[config.mk]
export PLATFORM = sky130hd
export DESIGN_NAME = cacheline_adaptor
export DESIGN_NICKNAME = d
export VERILOG_FILES = /design/src/rtl/cacheline_adaptor.sv
export SDC_FILE = /design/constraint.sdc
export NUM_CORES = 1
export LEC_CHECK = 0
export ABC_CLOCK_PERIOD_IN_PS = 12740
export BUFFER_PORTS_ARGS = -buffer_cell sky130_fd_sc_hd__buf_2
export CORE_AREA = 4 4 272 274
export DETAILED_ROUTE_END_ITERATION = 16
export DIE_AREA = 0 0 276 278
export GPL_TIMING_DRIVEN = 0
export REMOVE_ABC_BUFFERS = 1
export SLEW_MARGIN = 20
export SYNTH_ARGS = -nofsm -noshare
export SYNTH_HDL_FRONTEND = slang
export SYNTH_SLANG_ARGS = --single-unit
[constraint.sdc]
create_clock -name clk -period 12.74 [get_ports clk]
set_clock_uncertainty 0.2 [all_clocks]
set_input_delay 2.548 -clock clk [delete_from_list [all_inputs] [get_ports clk]]
set_output_delay 2.548 -clock clk [all_outputs]
set_load 0.01 [all_outputs]
[src/rtl/cacheline_adaptor.sv]
// cacheline_adaptor: bridges the cache's 256-bit line port to a narrow burst bus.
//
// Each cache transaction (line read or line write) moves 256/BURST_W consecutive
// beats on the bus. When the last beat is done, a one-cycle pmem_resp goes back
// to the cache. Request inputs are latched when the request is accepted.
// Changes to them during a transfer are ignored.
//
// Ports:
//   clk, rst          clock; asynchronous active-high reset
//   pmem_address      line address from the cache (bits [4:0] ignored)
//   pmem_read/write   line request, held by the cache until pmem_resp
//   pmem_wdata        line to write
//   pmem_rdata        line buffer contents, valid when pmem_resp = 1
//   pmem_resp         one-cycle transaction-complete pulse
//   bus_address       {latched addr[31:5], 5'b0}
//   bus_read/write    burst read / write active
//   bus_wdata         current write beat
//   bus_rdata         read beat, sampled when bus_resp = 1
//   bus_resp          one beat transferred this cycle
//   err               (CACHELINE_ADAPTOR_CHECK_EN only) sticky protocol-violation flag
//
// Define CACHELINE_ADAPTOR_CHECK_EN to add the err output and its checker.

module cacheline_adaptor #(
  parameter int unsigned BURST_W = 64
) (
  input  logic               clk,
  input  logic               rst,
  input  logic [31:0]        pmem_address,
  input  logic               pmem_read,
  input  logic               pmem_write,
  input  logic [255:0]       pmem_wdata,
  output logic [255:0]       pmem_rdata,
  output logic               pmem_resp,
  output logic [31:0]        bus_address,
  output logic               bus_read,
  output logic               bus_write,
  output logic [BURST_W-1:0] bus_wdata,
  input  logic [BURST_W-1:0] bus_rdata,
  input  logic               bus_resp
`ifdef CACHELINE_ADAPTOR_CHECK_EN
  ,
  output logic               err
`endif
);

  localparam int unsigned BEATS = 256 / BURST_W;
  // Keep the counter at least one bit wide so that BEATS = 1 still elaborates.
  localparam int unsigned CntW = (BEATS > 1) ? $clog2(BEATS) : 1;
  localparam logic [CntW-1:0] LastCnt = CntW'(BEATS - 1);

  typedef enum logic [1:0] {StIdle, StRd, StWr, StDone} state_e;

  state_e          state_q, state_d;
  logic [CntW-1:0] cnt_q, cnt_d;
  logic [26:0]     addr_q, addr_d;
  logic [255:0]    line_q, line_d;
  logic [8:0]      beat_base;

  // Bit offset of the current beat within the line; beat 0 is least significant.
  assign beat_base = 9'(cnt_q) * 9'(BURST_W);

  always_comb begin
    state_d = state_q;
    cnt_d   = cnt_q;
    addr_d  = addr_q;
    line_d  = line_q;
    unique case (state_q)
      StIdle: begin
        // Write wins when both requests are presented.
        if (pmem_write) begin
          state_d = StWr;
          addr_d  = pmem_address[31:5];
          cnt_d   = '0;
          line_d  = pmem_wdata;
        end else if (pmem_read) begin
          state_d = StRd;
          addr_d  = pmem_address[31:5];
          cnt_d   = '0;
        end
      end
      StRd: begin
        if (bus_resp) begin
          line_d[beat_base +: BURST_W] = bus_rdata;
          cnt_d = cnt_q + 1'b1;
          if (cnt_q == LastCnt) state_d = StDone;
        end
      end
      StWr: begin
        if (bus_resp) begin
          cnt_d = cnt_q + 1'b1;
          if (cnt_q == LastCnt) state_d = StDone;
        end
      end
      StDone: state_d = StIdle;
      default: state_d = StIdle;
    endcase
  end

  always_ff @(posedge clk or posedge rst) begin
    if (rst) begin
      state_q <= StIdle;
      cnt_q   <= '0;
      addr_q  <= '0;
      line_q  <= '0;
    end else begin
      state_q <= state_d;
      cnt_q   <= cnt_d;
      addr_q  <= addr_d;
      line_q  <= line_d;
    end
  end

  always_comb begin
    pmem_rdata  = line_q;
    pmem_resp   = (state_q == StDone);
    bus_address = {addr_q, 5'b0};
    bus_read    = (state_q == StRd);
    bus_write   = (state_q == StWr);
    bus_wdata   = (state_q == StWr) ? line_q[beat_base +: BURST_W] : '0;
  end

`ifdef CACHELINE_ADAPTOR_CHECK_EN
  logic rd_prev_q, wr_prev_q, err_q, err_set;

  // The previous-cycle request values let us detect a request that changes while a
  // transfer is running. In the first RD/WR cycle they hold the accepted values.
  always_comb begin
    err_set = 1'b0;
    if ((state_q == StIdle || state_q == StDone) && bus_resp) err_set = 1'b1;
    if (state_q == StIdle && pmem_read && pmem_write) err_set = 1'b1;
    if ((state_q == StRd || state_q == StWr) &&
        (pmem_read != rd_prev_q || pmem_write != wr_prev_q)) err_set = 1'b1;
  end

  always_ff @(posedge clk or posedge rst) begin
    if (rst) begin
      rd_prev_q <= 1'b0;
      wr_prev_q <= 1'b0;
      err_q     <= 1'b0;
    end else begin
      rd_prev_q <= pmem_read;
      wr_prev_q <= pmem_write;
      err_q     <= err_q | err_set;
    end
  end

  assign err = err_q;
`endif

endmodule

==> results.cfg, run 1 <==
[final_layout]
area_growth_pct = 34.31
final_area_sq_um = 23460
fin_cells = 3027
layout.nets = 2413
layout-drive-gt1-share = 0.5560

[place]
pre_cts_slack_ns = 7.701
place_congestion = 0.9068
dp_hpwl_mm = 53.23
dp.cells = 2959
io_buffers = 701
place_area_sq_um = 22330

[worst_setup_path]
reg2reg_slack_ns = 9.23
worstSetupStartpointType = flop
reg2reg_from = cnt_q[1]
worst_r2r_endpoint = pmem_rdata[170]
worstPathRequired_ns = 9.99
critPathCaptureType = primary output
crit_type = flop to primary output
arrival_ns = 2.86
path_max_fanout = 71
r2r.worst_path.cells = 7

[global_route]
track_usage = 0.1795
globalRouteMet2Util = 0.3129
grt_pass1_wl_mm = 109.5
grt_pass1_vias = 17070
grt.busiest_layer = met2
grt_max_degree = 101
grt_overflow = 0
grt_use_met3 = 0.03892
grt_util_met1 = 0.2148
antenna_found_initial = 7

[synthesis]
synth_enable_flop_cells = 0
synth_flop_cell = dfrtp_1
syn_inst = 1426
ys_ff_latch = 287
syn-cell-area_sq_um = 17460
yosys_warnings = 0
async_flop_share = 1.000
ys_seq_area_frac = 0.4113
avgSynthCellArea_sq_um = 12.25
synth_cell_types = 36

[clock_network]
cts_buffers = 36
htree_levels = 2
clk_pin_slew_ns = 0.05
cts_resized = 0
cts_tree = built
hold_buffers = 0
cts_setup_buffers = 0
cts.sinks = 287
insertion_delay_ns = 0.54
cts_buffer_depth = 3
cts-root-buf = clkbuf_16

[min_path]
holdPathEnd = addr_q[1]
worstHoldPathType = flop to flop
worstHoldStart = addr_q[1]
min_path_cells = 1

[sta]
drv_slew = 0
period_needed_ns = 5.612
fin_crit_sh = 0.4405
fin_ws_ns = 7.128
setup_violations = 0
hold_violations = 0
worstMarginPinSlew_ns = 1.096
fmax_mhz = 178.2
rsz0062_at_grt = no
max-slew-margin-rel = 0.2691
fin_setup_tns_ns = 0

[drt]
drtIter0Drc = 946
vias_per_cell = 5.222
vias = 15810
first_pass_iters = 5
wl_mm = 72.16
drc = 0
post_drt_wl_per_cell_um = 23.84
antenna_left = 0

[job]
max_cap_violations = 0

[status]
status = complete, no violations

[die]
fp-row-count = 98
die_area_sq_um = 76730
chipHeight_um = 278
ios = 712
coreArea_sq_um = 71360
initial_core_util = 0.2447
die_x_um = 276

[pwr]
fin_total_pwr_mw = 6.594
ir_drop_uv = 161.4
p_per_area_nw_per_um2 = 281.2
cellLeakagePower_nw = 10.94
## sequential cells by signal (all words and copies together), names as in the netlist
| signal | count |
|---|---|
| state_q | 2 |
| addr_q | 27 |
| pmem_rdata | 256 |
| cnt_q | 2 |
## cell type report
cell class | count | area [sq um]
inverter | 72 | 285.3
sequential | 287 | 7189
timing repair buffer | 741 | 4461
tap | 950 | 1189
clock buffer | 55 | 1064
clock inverter | 8 | 50.05
antenna | 5 | 12.51
multi-input combinational | 909 | 9205
fill | 7318 | 47910
## metrics by stage
stage,util,hold WS (ns)
3_5_place_dp,0.3129,0.2893
6_report,0.3287,0.2998
4_1_cts,0.3285,0.3019
5_1_grt,0.3286,0.3260
2_1_floorplan,-,0.3439
3_3_place_gp,0.2981,0.2872
## power by group
part	switching (mW)	internal, mW	total, mW
logic	1.88	1.87	3.75
clock network	0.412	0.575	0.987
registers	0.467	1.39	1.86
## synth_stat cells, types with 62 or more instances
library cell,instances,area share
dfrtp_1,287,0.41
mux2_2,275,0.18
clkbuf_1,73,0.016
inv_1,72,0.015
nand2b_1,66,0.024
and2_1,65,0.023
nand3b_1,65,0.028
a32o_1,64,0.037
mux4_2,64,0.083
o2bb2ai_1,64,0.032
o41ai_1,64,0.032
a41o_1,63,0.036
nor2b_1,62,0.022
## worst max-delay path by stage
| stage | from | slack (ns) | to | cells after the start |
|---|---|---|---|---|
| after floorplan | rst | 2.07 | addr_q[0] | 1 |
| after global placement | cnt_q[0] | -1.73 | pmem_rdata[254] | 5 |
| after detailed placement | cnt_q[0] | 7.70 | bus_wdata[6] | 5 |
| after CTS | cnt_q[0] | 7.10 | bus_wdata[6] | 5 |
| after global routing | cnt_q[0] | 7.01 | bus_wdata[8] | 5 |
| final | cnt_q[0] | 7.13 | bus_wdata[6] | 5 |
## layer usage
| metal | up-vias | wire [um] |
|---|---|---|
| met2 | 861 | 36050 |
| met4 | 0 | 3110 |
| li1 | 6660 | - |
| met1 | 8128 | 27560 |
| met3 | 158 | 5447 |
| met5 | - | 0 |
## worst max-delay path: stages (launching register included)
cell and delay, ns:
dfrtp_4 0.75, buf_16 0.34, buf_16 0.31, mux4_2 0.53, and2_1 0.16, buf_2 0.13
## cell usage in the layout (no fill, tap or decap), types with 63 or more instances in the layout
| master | count |
|---|---|
| nand3b_1 | 65 |
| mux4_2 | 64 |
| inv_1 | 70 |
| buf_2 | 701 |
| and2_1 | 64 |
| o2bb2ai_1 | 64 |
| a41o_1 | 63 |
| nand2b_1 | 65 |
| dfrtp_1 | 285 |
| mux2_2 | 275 |
| a32o_1 | 64 |
| o41ai_1 | 64 |
## cell families (layout without fill, tap and decap cells)
kind of cell               Yosys count  after routing  synth area share
adders and majority gates            9              9          0.006448
and+or+nand+nor                    277            277            0.1034
other                                1             10         0.0002147
DFF                                287            287            0.4113
muxes                              348            348            0.2662
AOI/OAI and AO/OA                  270            270            0.1455
buffers and inverters              234            876           0.06692
Power figures use the tool's default switching activity.
==> run 2, diff against run 1 <==
--- a/config.mk
+++ b/config.mk
@@ -5,11 +5,11 @@
 export SDC_FILE = /design/constraint.sdc
 export NUM_CORES = 1
 export LEC_CHECK = 0
-export ABC_CLOCK_PERIOD_IN_PS = 12740
+export ABC_CLOCK_PERIOD_IN_PS = 5040
 export BUFFER_PORTS_ARGS = -buffer_cell sky130_fd_sc_hd__buf_2
-export CORE_AREA = 4 4 272 274
+export CORE_AREA = 4 4 278 280
 export DETAILED_ROUTE_END_ITERATION = 16
-export DIE_AREA = 0 0 276 278
+export DIE_AREA = 0 0 282 284
 export GPL_TIMING_DRIVEN = 0
 export REMOVE_ABC_BUFFERS = 1
 export SLEW_MARGIN = 20
==> constraint.sdc (replaced) <==
create_clock -name clk -period 5.04 [get_ports clk]
set_clock_uncertainty 0.2 [all_clocks]
set_input_delay 1.008 -clock clk [delete_from_list [all_inputs] [get_ports clk]]
set_output_delay 1.008 -clock clk [all_outputs]
set_load 0.01 [all_outputs]
==> run 2 against run 1 <==
Worst hold slack better by 0.0022 ns. Critical endpoint is now bus_wdata[0]. Combinational power increased to 2.6 times the previous value. Setup slack got worse by 6.2 ns.
==> results.cfg, run 2 (synthesis gave the netlist of run 1 again) <==
[min_path]
worstHoldPathType = input port to async pin

[sta]
whs_ns = 0.3020
drv_slew = 0
max-slew-margin-rel = 0.2786
worstMarginPinSlew_ns = 1.082
fin_ws_ns = 0.9428
fin_crit_sh = 0.8129
fin_setup_tns_ns = 0
fmax_mhz = 244.1
period_needed_ns = 4.097
rsz0062_at_grt = no
hold_violations = 0
setup_violations = 0

[final_layout]
mostFrequentLayoutCells = 701 x buf_2, 285 x dfrtp_1, 275 x mux2_2, 70 x inv_1
multi_input_area_sq_um = 9205
area_growth_pct = 35.07
fin_cells = 3046
fillerInstances = 7606
register_area_sq_um = 7189
layout.nets = 2416
layout-drive-gt1-share = 0.5572
largest_reg_flops = 256
final_common_cell = buf_2

[drt]
wl_mm = 72.59
antenna_left = 0
drtIter0Drc = 741
post_drt_wl_per_cell_um = 23.83
drc = 0
highest_layer = met4
vias_per_cell = 5.065
dr_wl_met2_mm = 35.72
route.met3.wl_mm = 5.277
vias = 15430
wirelength_met1_mm = 28.99
first_pass_iters = 5

[worst_setup_path]
crit_type = flop to primary output
arrival_ns = 2.89
worstPathRequired_ns = 3.83
worstSetupStartpointType = flop
crit_family = buffers and inverters
critPathCaptureType = primary output
path_max_fanout = 63
crit_buf_inv = 3
slowest_stage = dfrtp_4
max_stage_delay_ns = 0.74
path_common_cell = buf_16
reg2reg_slack_ns = 1.38
crit_chain = buf_16 > buf_16 > mux4_2 > and2_1 > buf_2

[clock_network]
cts.sinks = 287
cts_buffers = 35
cts_tree = built
cts_resized = 0
insertion_delay_ns = 0.54
hold_buffers = 0
clk_pin_slew_ns = 0.06
htree_levels = 2
cts-root-buf = clkbuf_16
cts_setup_buffers = 0
cts_buffer_depth = 3

[global_route]
grt_pass1_wl_mm = 106.5
track_usage = 0.1727
antenna_found_initial = 7
grt_overflow = 0
grt_max_degree = 90
grt_pass1_vias = 16070

[die]
chipHeight_um = 284
initial_core_util = 0.2346
die_x_um = 282
fp-row-count = 100
coreArea_sq_um = 74450
die_area_sq_um = 80090
ios = 712

[pwr]
cellLeakagePower_nw = 10.99
p_per_area_nw_per_um2 = 709.5
ir_drop_uv = 513.8
fin_total_pwr_mw = 16.73

[place]
place_congestion = 0.7985
dp.cells = 2982
dp_hpwl_mm = 53.31
io_buffers = 701
pre_cts_slack_ns = 1.276

[status]
status = complete, no violations

[job]
max_cap_violations = 0
## run 2: changes by cell type in the layout (fill, tap and decap cells not counted), sizes merged
cell      previous run  this run
buf                741       745
clkbuf              55        56
clkinv               5         2
clkinvlp             1         0
diode                5         6
inv                 74        72
## run 2: cell type report
type                    instances  area share
clock inverters                 2   0.0004244
inverters                      72     0.01209
clock buffers                  56     0.04694
well taps                     969     0.05140
diodes                          6   0.0006365
flip-flops and latches        287      0.3048
repair buffers                745      0.1935
multi-input cells             909      0.3903
## run 2: final timing paths
check | start | end | cells after the start
min in group clk | addr_q[11] | addr_q[11] | 1
max in group asynchronous | rst | pmem_rdata[221] | 4
setup / recovery | cnt_q[0] | bus_wdata[0] | 5
setup reg to reg | cnt_q[0] | pmem_rdata[178] | 10
hold reg to reg | addr_q[11] | addr_q[11] | 1
hold / removal | rst | addr_q[5] | 2
## run 2: power breakdown
part	internal (mW)	switching (mW)	total [mW]
Clock	1.49	1.02	2.52
Sequential	3.52	1.10	4.62
Combinational	4.76	4.84	9.60
## run 2: through the flow
stage,cell area [sq um],utilization
after floorplan,16580,-
after global routing,23590,0.3168
after detailed placement,22460,0.3016
after global placement,21300,0.2861
final,23590,0.3168
after CTS,23570,0.3166
## run 2: worst register-to-register path: stages, from the launching register on
cell,delay [ns]
dfrtp_4,0.67
buf_16,0.28
inv_1,0.20
ha_4,0.28
buf_12,0.26
buf_12,0.25
nand2_1,0.14
a21oi_4,0.43
buf_16,0.23
buf_16,0.20
mux2_2,0.38
## run 2: routing by layer
metal  track usage  up-vias
met1        0.2097     7908
met4       0.06391        0
met5             0        -
met2        0.2980      733
met3       0.03875      115
li1              -     6671
